`config.mk`:
```
export PLATFORM = sky130hd
export DESIGN_NAME = call_return_unit
export DESIGN_NICKNAME = d
export VERILOG_FILES = /design/src/rtl/cru_pkg.sv /design/src/rtl/call_return_unit.sv
export SDC_FILE = /design/constraint.sdc
export NUM_CORES = 1
export LEC_CHECK = 0
export ABC_AREA = 1
export CAP_MARGIN = 20
export CELL_PAD_IN_SITES_DETAIL_PLACEMENT = 0
export CELL_PAD_IN_SITES_GLOBAL_PLACEMENT = 1
export CORE_UTILIZATION = 26
export CTS_BUF_LIST = sky130_fd_sc_hd__clkbuf_8
export DETAILED_ROUTE_END_ITERATION = 8
export GPL_TIMING_DRIVEN = 0
export PLACE_DENSITY = 0.87
export REMOVE_ABC_BUFFERS = 1
export SLEW_MARGIN = 20
export SYNTH_ARGS = -nofsm -noshare
export SYNTH_HDL_FRONTEND = slang
export SYNTH_SLANG_ARGS = --single-unit
```
`constraint.sdc`:
```
create_clock -name clk -period 1.1 [get_ports clk]
set_input_delay 0.11 -clock clk [delete_from_list [all_inputs] [get_ports clk]]
set_output_delay 0.11 -clock clk [all_outputs]
set_load 0.01 [all_outputs]
```
`src/rtl/cru_pkg.sv`:
```
// Shared types and constants for the CALL/RET sequencer in front of the return-address stack.
package cru_pkg;

  localparam int CRU_PC_WIDTH = 10;

  typedef enum logic [2:0] {
    ST_IDLE,
    ST_PUSH,
    ST_POP,
    ST_POP_WAIT,
    ST_LOAD,
    ST_FAULT
  } cru_state_t;

  localparam logic [1:0] FLT_NONE = 2'b00;
  localparam logic [1:0] FLT_OVF  = 2'b01;
  localparam logic [1:0] FLT_UNF  = 2'b10;

endpackage

```
`src/rtl/call_return_unit.sv`:
```
// CALL/RET sequencer driving the return-address stack; CALL loads PC 2 cycles after accept, RET 3.
// Requests are only sampled while busy=0 and are dropped otherwise; CALLRET_IRQ_EN adds interrupt entry/exit.
module call_return_unit
  import cru_pkg::*;
#(
  parameter int                  PC_WIDTH   = CRU_PC_WIDTH,
  parameter logic [PC_WIDTH-1:0] IRQ_VECTOR = PC_WIDTH'(4)
) (
  input  logic                clk,
  input  logic                rst,
  input  logic                call_req,
  input  logic                ret_req,
  input  logic [PC_WIDTH-1:0] call_target,
  input  logic [PC_WIDTH-1:0] pc_in,
  input  logic                irq_req,
  input  logic                reti_req,
  output logic                busy,
  output logic                done,
  output logic                pc_load,
  output logic [PC_WIDTH-1:0] pc_load_value,
  output logic                irq_ack,
  output logic                fault,
  output logic [1:0]          fault_code,
  output logic                stk_enable,
  output logic                stk_operation,
  output logic [PC_WIDTH-1:0] stk_data,
  input  logic [PC_WIDTH-1:0] stk_q,
  input  logic                stk_full,
  input  logic                stk_empty
);

  cru_state_t          state;
  logic                take_irq;
  logic                take_reti;
  logic                take_call;
  logic                take_ret;
  logic [PC_WIDTH-1:0] call_dest;

`ifdef CALLRET_IRQ_EN
  logic in_isr;
  logic op_irq;
  logic op_reti;

  // No nesting: a pending interrupt waits until the handler has returned.
  assign take_irq  = irq_req & ~in_isr;
  assign take_reti = reti_req;
`else
  logic unused_irq_inputs;

  assign unused_irq_inputs = irq_req ^ reti_req;
  assign take_irq          = 1'b0;
  assign take_reti         = 1'b0;
`endif

  assign take_call = take_irq | call_req;
  assign take_ret  = ~take_call & (take_reti | ret_req);
  assign call_dest = take_irq ? IRQ_VECTOR : call_target;

  always_ff @(posedge clk or posedge rst) begin
    if (rst) begin
      state         <= ST_IDLE;
      busy          <= 1'b0;
      done          <= 1'b0;
      pc_load       <= 1'b0;
      pc_load_value <= '0;
      fault         <= 1'b0;
      fault_code    <= FLT_NONE;
      stk_enable    <= 1'b0;
      stk_operation <= 1'b0;
      stk_data      <= '0;
    end else begin
      done          <= 1'b0;
      pc_load       <= 1'b0;
      stk_enable    <= 1'b0;
      stk_operation <= 1'b0;
      unique case (state)
        ST_IDLE: begin
          // full/empty are trustworthy here: nothing else moves the stack pointer.
          if (take_call) begin
            busy <= 1'b1;
            if (stk_full) begin
              state      <= ST_FAULT;
              fault      <= 1'b1;
              fault_code <= FLT_OVF;
              done       <= 1'b1;
            end else begin
              state         <= ST_PUSH;
              stk_enable    <= 1'b1;
              stk_operation <= 1'b1;
              stk_data      <= pc_in;
              pc_load_value <= call_dest;
            end
          end else if (take_ret) begin
            busy <= 1'b1;
            if (stk_empty) begin
              state      <= ST_FAULT;
              fault      <= 1'b1;
              fault_code <= FLT_UNF;
              done       <= 1'b1;
            end else begin
              state      <= ST_POP;
              stk_enable <= 1'b1;
            end
          end
        end
        ST_PUSH: begin
          state   <= ST_LOAD;
          pc_load <= 1'b1;
          done    <= 1'b1;
        end
        ST_POP: begin
          state <= ST_POP_WAIT;
        end
        ST_POP_WAIT: begin
          state         <= ST_LOAD;
          pc_load_value <= stk_q;
          pc_load       <= 1'b1;
          done          <= 1'b1;
        end
        ST_LOAD: begin
          state <= ST_IDLE;
          busy  <= 1'b0;
        end
        ST_FAULT: begin
          state <= ST_FAULT;
        end
        default: begin
          state <= ST_IDLE;
          busy  <= 1'b0;
        end
      endcase
    end
  end

`ifdef CALLRET_IRQ_EN
  always_ff @(posedge clk or posedge rst) begin
    if (rst) begin
      in_isr  <= 1'b0;
      op_irq  <= 1'b0;
      op_reti <= 1'b0;
      irq_ack <= 1'b0;
    end else begin
      irq_ack <= 1'b0;
      case (state)
        ST_IDLE: begin
          op_irq  <= take_irq;
          op_reti <= take_ret & take_reti;
          if (take_irq && !stk_full) begin
            in_isr <= 1'b1;
          end
        end
        ST_PUSH: begin
          irq_ack <= op_irq;
        end
        ST_POP_WAIT: begin
          if (op_reti) begin
            in_isr <= 1'b0;
          end
        end
        default: begin
        end
      endcase
    end
  end
`else
  assign irq_ack = 1'b0;
`endif

endmodule

```
---- After elaboration in Yosys (flattened, before gate mapping) ----
Cells that the tools add are included.
operators by class
  multiplexer cells ....................... 32
  bitwise logic cells ..................... 4
  divide/modulo/power cells ............... 0
  magnitude comparators ................... 0
  shifts and indexed selects .............. 0
  add/sub/neg operators ................... 0
  multiply operators ...................... 0
  reduce and logical (&&, ||, !) cells .... 10
  eq/ne operators ......................... 8
operators with widths
  kind                number
  $mux 10             2
  $pmux 10 s2         1
  $mux 1              18
  $mux 3              4
  $pmux 3 s4          1
  $mux 2              4
  $eq 3x2->1 const B  2
  $reduce_and 3->1    2
  $reduce_bool 2->1   3
  $ne 2x2->1 const B  2
  $pmux 1 s2          2
  $reduce_and 4->1    1
  $reduce_or 4->1     1
  $eq 3x1->1 const B  1
  $eq 3x3->1 const B  1
  $logic_not 3->1     1
  $ne 3x3->1 const B  1
  $not 1->1           3
  $ne 2x1->1 const B  1
  $reduce_and 2->1    1
  $reduce_or 2->1     1
  $and 1x1->1         1
storage, ports and cells
  input port bits ......................... 38
  memories ................................ 0
  logic and storage cells ................. 64
  memory bits (read-only) ................. 0
  latch bits .............................. 0
  bits in writable memories ............... 0
  flip-flop bits (word level) ............. 31

---- Depth between registers and ports, before layout ----
  depth in word-level cells ............... 5
  depth in mapped cells ................... 7
  mapped depth without buffers ............ 6

---- Worst setup path before layout ----
OpenSTA, ideal clock, no wires.
  path kind ............................... register to register
  start point ............................. reg state[2]
  end point ............................... reg pc_load_value[0]
  path buffers ............................ 1
  cell stages (with the launch flop) ...... 6
  setup slack ............................. -0.015 ns
  required time ........................... 0.983 ns
  library setup time ...................... 0.117 ns
  arrival ................................. 0.998 ns
  cell sequence ........................... dfrtp_1 > nor2_1 > nand3_2 > buf_2 > nand3_1 > nand2_1
between the ends
  cells in the longest elaborated chain, start to end .. 3
RTL lines
  element                                                           RTL line                 RTL
  start: declaration                                                call_return_unit.sv:32   cru_state_t state;
  start signal: assignment                                          call_return_unit.sv:61   state <= ST_IDLE;
  start signal: assignment                                          call_return_unit.sv:82   state <= ST_FAULT;
  start signal: assignment                                          call_return_unit.sv:87   state <= ST_PUSH;
  $eq 3x2->1 or $logic_not 3->1 (tied branches)                     call_return_unit.sv:76   unique case (state)
  $reduce_bool 2->1 (no source line) or $ne 2x2->1 (tied branches)  -
  $reduce_and 3->1 (no source line)                                 -
  end signal: assignment                                            call_return_unit.sv:91   pc_load_value <= call_dest;
  end signal: assignment                                            call_return_unit.sv:116  pc_load_value <= stk_q;
  end: declaration                                                  call_return_unit.sv:20   output logic [PC_WIDTH-1:0] pc_load_value,
Parallel ways exist; a longest one is shown, timed or not.
A chain may end at the register's enable or synchronous reset.

---- Worst setup path in the final report ----
  start point ............................. reg state[2]
  end point ............................... reg pc_load_value[5]
Same word-level chain as after synthesis.

==> run metrics <==
total negative slack -3.42 ns; Distinct cells, synth 18; Vias/cell 4.53; vias in the first global route 1,451; die area 5770 um2; unrepaired setup endpoints after global routing yes; Final Power 6.51 mW; Place WS -0.936 ns; Hold WS 0.230 ns; YS warnings 0; Least-Margin Pin Slew 0.631 ns; critical path class reg -> reg; CTS tree yes; total core area 5170 um2; f_max 801 MHz; layout cells sized above 1 30.5%; Layout Cells excl Fill 336; TritonCTS Buffers 5; fin nets 303; HP Class in -> async; FF+latch count, synth 31; Final Slew Violations 0; Die Span Y 75.9 um; hold-fix buffer count after cts 0; Placed Area 2080 um2; total track usage 16.2%; CTS max path bufs 2; Clock Latency Late Sink 0.28 ns; gpl congestion 0.724; worst path required time 1.32 ns; Die Width 75.9 um; initial antenna violation count 0; synthesis-to-finish area growth 90.1%; Max stage delay on crit path 0.46 ns; mapped cell area 1420 um2; final instance area 2700 um2; P per Cell Area 2410 nW/um2; Setup WS post-layout -0.149 ns; Routed Antenna Nets 0; CP delay by family, top flip-flops; routed len/inst 13.5 um; Filler Cells Inserted 488; grt ovf 0; final wirelength 4530 um; drt pass-1 iters 4; # Max-Cap Violations 0; DP Wirelength 2420 um; CP startpoint kind flip-flop; Critical Path Sink Type flip-flop; post-synthesis cell count 179; failing checks negative setup slack; Crit Path Max Fanout 8; min Tclk post-route 1.25 ns; final hold violation count 0; placed cell count 303; largest net degree at the start of global routing 32; Slew HR 57.9%; Worst Path Arrival 1.47 ns; period utilisation layout 114%; clk slew on worst S/H paths 0.07 ns; skew final 0.00486 ns; clk root buf clkbuf_8; outcome complete, but fails checks; cell row count 26; Leak Pwr 1.33 nW; Layout Utilization 52.2%; global-route wire length before repair 7210 um; # IOs 67; H-tree depth 2; CTS Sinks 31; Initial DRC Count 55; # diodes 0; Initial Util 27.5%; Setup Viol. Count Final 30; Post-Syn Area per Cell 7.94 um2; ordered list of cells on the worst path nor2_4 -> buf_6 -> nand3_4 -> buf_12 -> nand2_8 -> nand2_2 -> nand2_1; post-synthesis sequential area ratio 54.6%; via count 1,523; CP max stage cell dfrtp_2; worst vdd ir 0.868 mV; port bufs 63; # DRC 0; worst path bufs/invs 2
cell usage in the layout (no fill, tap or decap):
master and n:
nand2_1 57, clkdlybuf4s50_1 35, dfrtp_1 28, nand2_2 23, dlygate4sd2_1 21, nand3_1 13, nand4_1 10, buf_4 10
clkdlybuf4s15_1 7, nand3_4 6, clkbuf_8 6, nand2_4 5, nor2_1 5, buf_12 4, nor2_4 3, inv_4 3
clkinv_8 3, o21ai_0 3, buf_6 3, dfrtp_2 3, inv_2 2, nand2_8 2, a21oi_2 2, inv_1 2
a21oi_1 2, nand3_2 2, or2_2 1, nor3_1 1, conb_1 1, clkinv_2 1, bufinv_16 1, clkbuf_16 1
area by class of cell:
class | instances | area [um2] | area share, %
clock buffers | 6 | 82.6 | 3.06
clock inverters | 2 | 35.0 | 1.30
inverters | 9 | 66.3 | 2.45
multi-input cells | 136 | 817 | 30.2
flip-flops and latches | 31 | 779 | 28.8
well taps | 70 | 87.6 | 3.24
repair buffers | 81 | 818 | 30.3
repair inverters | 1 | 16.3 | 0.602
worst paths after layout:
kind	startpoint	endpoint	slack [ns]	depth (start not counted)
max	state[2]	pc_load_value[5]	-0.15	7
min	rst	stk_data[1]	0.23	2
max reg2reg	state[2]	pc_load_value[5]	-0.15	7
min reg2reg	fault	fault	0.46	2
max in group asynchronous	rst	state[1]	0.42	2
min in group clk	pc_in[3]	stk_data[3]	0.37	3
what timing repair did:
| item | 4_1_cts | 5_1_grt |
|---|---|---|
| gates resized for setup | 66 | 46 |
| cloned | 6 | 2 |
| setup buffers | 11 | 6 |
| pin swaps | 5 | 9 |
| endpoints found under the setup margin | 58 | 36 |
cell usage after synthesis:
cell type / n / area, um2
o21ai_0: 3 / 15.0
inv_2: 4 / 15.0
conb_1: 1 / 3.75
nand4_1: 10 / 62.6
nor2_2: 1 / 6.26
a21oi_1: 4 / 20.0
dfrtp_1: 31 / 776
or2_2: 1 / 6.26
nand2_1: 85 / 319
nor3_1: 1 / 5.00
buf_2: 6 / 30.0
nand3_2: 1 / 10.0
nor2_1: 7 / 26.3
inv_1: 5 / 18.8
buf_6: 1 / 11.3
buf_4: 2 / 15.0
nand3_1: 15 / 75.1
nand2_2: 1 / 6.26
layer usage:
| layer | GRT usage (%) | routed length, um | vias to the layer above | part of all wire [%] |
|---|---|---|---|---|
| li1 | - | - | 758 | - |
| met1 | 19.5 | 1860 | 711 | 41 |
| met2 | 27.9 | 2380 | 47 | 53 |
| met3 | 3.86 | 224 | 7 | 4.9 |
| met4 | 5.96 | 62 | 0 | 1.4 |
| met5 | 0 | 0 | - | 0 |
cell families (layout without fill, tap and decap cells):
| kind of cell | Yosys count | in the layout | synth area share, % |
|---|---|---|---|
| other | 1 | 1 | 0.264 |
| AO/OA/AOI/OAI | 7 | 7 | 2.46 |
| buffers and inverters | 18 | 99 | 6.34 |
| flip-flops | 31 | 31 | 54.6 |
| AND/OR/NAND/NOR | 122 | 128 | 36.4 |
report_power, final:
part           switching, mW  internal (mW)
clock                  0.430          0.732
combinational           1.76           1.64
sequential             0.307           1.64
sequential cells by signal, summed over array words and instances (netlist names):
| signal | count |
|---|---|
| fault | 1 |
| stk_operation | 1 |
| state | 3 |
| pc_load | 1 |
| stk_data | 10 |
| done | 1 |
| stk_enable | 1 |
| pc_load_value | 10 |
| busy | 1 |
| fault_code | 2 |
(Power assumes the default switching activity.)
